### src/rtl/normalise_shift.sv
// normalise_shift: two-stage streaming leading-zero normaliser.
// Stage 1 captures the word with its leading-zero count and zero flag,
// stage 2 produces the left-justified mantissa. Both ends use valid/ready
// handshakes and the pipeline sustains one word per cycle.
// Optional feature macro: NORM_COUNT_EN adds a saturating 16-bit counter
// of accepted words on out_count.
module normalise_shift #(
  parameter int W_IN  = 8,
  parameter int W_OUT = $clog2(W_IN)
) (
  input  logic             clk,
  input  logic             rst_n,
  input  logic             in_valid,
  output logic             in_ready,
  input  logic [W_IN-1:0]  in_data,
  output logic             out_valid,
  input  logic             out_ready,
  output logic [W_IN-1:0]  out_mant,
  output logic [W_OUT-1:0] out_shift,
  output logic             out_zero
`ifdef NORM_COUNT_EN
  ,
  output logic [15:0]      out_count
`endif
);

  logic             s1_valid;
  logic [W_IN-1:0]  s1_data;
  logic             s1_zero;
  logic [W_OUT-1:0] s1_clz;
  logic             s1_adv;
  logic             s2_adv;

  // Leading-zero count; an all-zero word yields all-ones, which the
  // output stage replaces with a zero shift.
  function automatic logic [W_OUT-1:0] count_lead_zero(input logic [W_IN-1:0] d);
    logic [W_OUT-1:0] n;
    logic             found;
    n     = '1;
    found = 1'b0;
    for (int i = W_IN - 1; i >= 0; i--) begin
      if (!found && d[i]) begin
        n     = W_OUT'(W_IN - 1 - i);
        found = 1'b1;
      end
    end
    return n;
  endfunction

  // Each stage advances when it is empty or its contents are leaving, so
  // bubbles collapse; in_ready depends only on register state and out_ready.
  assign s2_adv   = !out_valid || out_ready;
  assign s1_adv   = !s1_valid || s2_adv;
  assign in_ready = s1_adv;

  // Stage 1: capture the incoming word, its zero flag and its leading-zero count.
  always_ff @(posedge clk or negedge rst_n) begin
    if (!rst_n) begin
      s1_valid <= 1'b0;
      s1_data  <= '0;
      s1_zero  <= 1'b0;
      s1_clz   <= '0;
    end else if (s1_adv) begin
      s1_valid <= in_valid;
      if (in_valid) begin
        s1_data <= in_data;
        s1_zero <= ~|in_data;
        s1_clz  <= count_lead_zero(in_data);
      end
    end
  end

  // Stage 2: left-justify the word; zero words report shift 0 and mantissa 0.
  always_ff @(posedge clk or negedge rst_n) begin
    if (!rst_n) begin
      out_valid <= 1'b0;
      out_mant  <= '0;
      out_shift <= '0;
      out_zero  <= 1'b0;
    end else if (s2_adv) begin
      out_valid <= s1_valid;
      if (s1_valid) begin
        out_mant  <= s1_zero ? '0 : (s1_data << s1_clz);
        out_shift <= s1_zero ? '0 : s1_clz;
        out_zero  <= s1_zero;
      end
    end
  end

`ifdef NORM_COUNT_EN
  // Count accepted words, sticking at the maximum instead of wrapping.
  always_ff @(posedge clk or negedge rst_n) begin
    if (!rst_n) begin
      out_count <= 16'd0;
    end else if (in_valid && in_ready && (out_count != 16'hFFFF)) begin
      out_count <= out_count + 16'd1;
    end
  end
`endif

endmodule

### config.mk
export PLATFORM = sky130hd
export DESIGN_NAME = normalise_shift
export DESIGN_NICKNAME = d
export VERILOG_FILES = /design/src/rtl/normalise_shift.sv
export SDC_FILE = /design/constraint.sdc
export NUM_CORES = 1
export LEC_CHECK = 0
export ABC_AREA = 0
export ABC_CLOCK_PERIOD_IN_PS = 1700
export BUFFER_PORTS_ARGS = -buffer_cell sky130_fd_sc_hd__buf_2
export CAP_MARGIN = 20
export CORE_ASPECT_RATIO = 1.5
export CORE_UTILIZATION = 47
export CTS_CLUSTER_SIZE = 10
export DETAILED_ROUTE_END_ITERATION = 8
export PLACE_DENSITY = 0.71
export RECOVER_POWER = 100
export SYNTH_ARGS = -nofsm -noshare
export SYNTH_HDL_FRONTEND = slang
export SYNTH_SLANG_ARGS = --single-unit
### constraint.sdc
create_clock -name clk -period 1.7 [get_ports clk]
set_clock_uncertainty 0.2 [all_clocks]
set_input_delay 0.34 -clock clk [delete_from_list [all_inputs] [get_ports clk]]
set_output_delay 0.34 -clock clk [all_outputs]
set_load 0.1 [all_outputs]
==> summary.md <==
| Metric | Value |
|---|---|
| Outcome | `finished with violations` |
| Failing checks | `design-rule violations, negative setup slack` |
| Worst path required time | `between 1 and 1.5 ns` |
| Area delta synth->final | `33.1%` |
| DP Area | `approximately 1500 um^2` |
| Top cells by area in the synthesized netlist | `dfrtp_1, mux2_2, mux2i_1, nand2_1, o21ai_0` |
| Slew HR | `between 50% and 60%` |
| Critical Path Fanout Max | `3` |
| First-pass GRT wire length | `about 4000 um` |
| Initial antenna violation count | `0` |
| Detailed Routing Iterations Pass 1 | `6` |
| Reg2Reg Setup Slack | `approximately 0.02 ns` |
| # port buffers | `25` |
| GP Congestion | `~0.76` |
| Cell variety after synth | `24` |
| Total power | `about 2.1 mW` |
| Endpoint class of the critical path | `output pin` |
| Clock Path Buffers | `2` |
| FF-to-FF End | `out_mant[5]` |
| Initial core utilization | `between 50% and 60%` |
| Hold Path Stages | `2` |
| Post-DP HPWL | `between 1500 and 2000 um` |
| WP depth | `3` |
| Post-synth top cells | `dfrtp_1, nand2_1, o21ai_0` |
| N_diodes | `0` |
| MaxCap Viol Count | `0` |
| Comb power frac | `between 40% and 50%` |
| Clock power share | `approximately a fifth` |
| Pre-CTS WS | `-0.139 ns` |
| Post-Syn Nets | `around 130` |
| Worst VDD drop | `687 uV` |
| Worst Hold Path EP | `s1_data[2]` |
| Post-synthesis sequential area ratio | `between 50% and 60%` |
| Final non-filler cell total | `roughly 180` |
| PD cells | `1310 nW/um^2` |
| Final WL | `approximately 2400 um` |
| Total track usage | `a little under a fifth` |
| Vias | `slightly below 1000` |
| CP arrival | `1.24 ns` |
| Mean Syn Cell Area | `approximately 11 um^2` |
| Die Span Y | `roughly 65 um` |
| Routed length on met1 | `slightly below 1000 um` |
| Final ANT Viol Nets | `0` |
| CTS tree | `yes` |
| H-tree depth | `1` |
| Slowest stage delay, CP | `around 0.5 ns` |
| Final Util | `between 60% and 70%` |
| Sw power | `about 0.93 mW` |
| Die ar. | `around 2800 um^2` |
| Critical hold path startpoint | `in_data[2]` |
| Hold Crit Class | `primary input to flip-flop` |
| Lkg Pwr | `between 0.7 and 0.8 nW` |
| Register area | `~660 um^2` |
| Post-synth EDFFs | `0` |
| Tcrit/Tclk final | `105%` |
| Ratio of cells with drive above 1 in the final layout | `between 30% and 40%` |
| Placed cell count | `about 170` |
| Inserted Clock Buffers | `3` |
| Top-area cell type share of the netlist area | `53.1%` |
| Post-Syn Area | `~1200 um^2` |
| Ports | `26` |
| Vias in the first global route | `950` |
| Cell area after layout | `between 1500 and 2000 um^2` |
| Net total in the final layout | `170` |
| Floorplan row count | `22` |
| Die Width | `about 44 um` |
| Number of fill cells | `212` |
| Worst skew pair latency | `roughly 0.33 ns` |
| Root Buffer | `clkbuf_4` |
| Element type at the critical path start | `flip-flop` |
| Final min period | `between 1.5 and 2 ns` |
| Sw frac | `43.5%` |
| R2R cell count | `4` |
| Via density per instance | `about 5.5` |
| CP Class | `flip-flop to output pin` |
| Synth warn | `0` |
| Slowest CP cell | `dfrtp_4` |
| Post-synth ARST share | `100%` |
| Cell taking the most area after synthesis | `dfrtp_1` |
| Uppermost routed layer | `met4` |
| Ys flop type | `dfrtp_1` |
| Slew @ Worst Pin | `0.629 ns` |
| Core area | `2450 um^2` |
| Minimum setup slack in the final design | `-0.0831 ns` |
| Syn Inst Count | `115` |
| Fmax | `~560 MHz` |
| Multi-input logic area | `582 um^2` |
| Setup_tns | `-0.111 ns` |
| Final hold violations | `0` |
| DR iter-0 viols | `7` |
| Launch point of the worst reg-to-reg path | `s1_clz[0]` |
| Register share of total power | `a little under two fifths` |
| Wire per inst | `approximately 13 um` |
| Most common cell in the netlist | `dfrtp_1` |
| P_int | `between 1 and 1.5 mW` |
| Number of synthesized register bits | `26` |
| Clock sinks | `26` |
| RSZ-0062 raised after global routing | `yes` |
| Final setup vio count | `2` |
| Total congestion overflow | `0` |
| DR DRC count | `1` |
| Met3 Wirelength | `~52 um` |
| WP buf/inv | `2` |
| Met2 Routed Length | `around 1300 um` |
| Max Slew Vio Count | `0` |
| Worst-path clk slew | `about 0.14 ns` |
| Crit-path cells | `nand3b_1 -> buf_6 -> buf_12` |
| Hold slack | `about 0.064 ns` |
| CP top delay family | `flip-flops` |
| Pin count of the biggest net entering global routing | `27` |
==> worst max path at each step <==
stage                      end  slack [ns]       start
CTS                   in_ready       -0.09   out_valid
detailed placement     s1_zero       -0.14  in_data[7]
floorplan           s1_data[2]       -0.87   out_valid
global route          in_ready       -0.14   out_valid
finish                in_ready       -0.08   out_valid
global placement       s1_zero       -0.11  in_data[7]
==> sequential cells by signal (all words and copies together), names as in the netlist <==
name / count
s1_data: 8
s1_zero: 1
s1_clz: 3
out_zero: 1
out_mant: 8
s1_valid: 1
out_valid: 1
out_shift: 3
==> cell type report <==
type / instances / share of cell area, %
clock buffers: 3 / 1.38
clock inverters: 1 / 1.84
inverters: 2 / 0.460
multi-input cells: 82 / 35.7
flip-flops and latches: 26 / 40.3
well taps: 24 / 1.84
repair buffers: 43 / 18.5
==> per-layer routing <==
layer / vias to the layer above / GRT usage, %
met5: - / 0
met4: 0 / 8.98
met1: 473 / 21.8
met2: 19 / 33.0
li1: 494 / -
met3: 4 / 1.67
==> timing repair <==
item,in CTS,in global routing
hold endpoints to repair,26,1
pin swaps,1,2
buffers inserted,1,2
setup endpoints to repair,4,12
resized for setup,1,13
hold buffers,1,2
==> cells by family (layout without fill, tap and decap cells) <==
| group | Yosys count | after routing | synth area share, % |
|---|---|---|---|
| compound gates | 22 | 22 | 12.5 |
| buf+inv | 7 | 49 | 2.25 |
| flops | 26 | 26 | 53.1 |
| mux | 17 | 17 | 14.8 |
| simple gates | 43 | 43 | 17.4 |
==> power groups by stage <==
stage / logic [mW] / clock network [mW] / registers, mW
floorplan: 0.232 / 0 / 1.25
global placement: 0.874 / 0 / 0.793
detailed placement: 0.881 / 0 / 0.801
CTS: 0.886 / 0.431 / 0.788
global route: 0.963 / 0.452 / 0.806
finish: 0.917 / 0.427 / 0.791
==> placed cells by master, fill, tap and decap left out, types with 3 or more instances in the layout <==
cell           synthesis  routed
a21oi_1                3       3
buf_2                  1      17
buf_4                  0      14
clkbuf_4               0       9
dfrtp_1               26      23
dlygate4sd3_1          0       3
mux2_2                 9       8
mux2i_1                8       6
nand2_1               18      16
nand2b_1               7       7
nor2_1                 5       5
nor2b_1                3       3
o21ai_0               10       9
or3_1                  3       3
==> worst reg2reg max path: stages, from the launching register on <==
cell     delay, ns
dfrtp_2       0.49
mux2i_2       0.26
nor2b_1       0.07
or3_1         0.37
a22o_1        0.19
No activity file was read; power rests on OpenSTA's default activity.
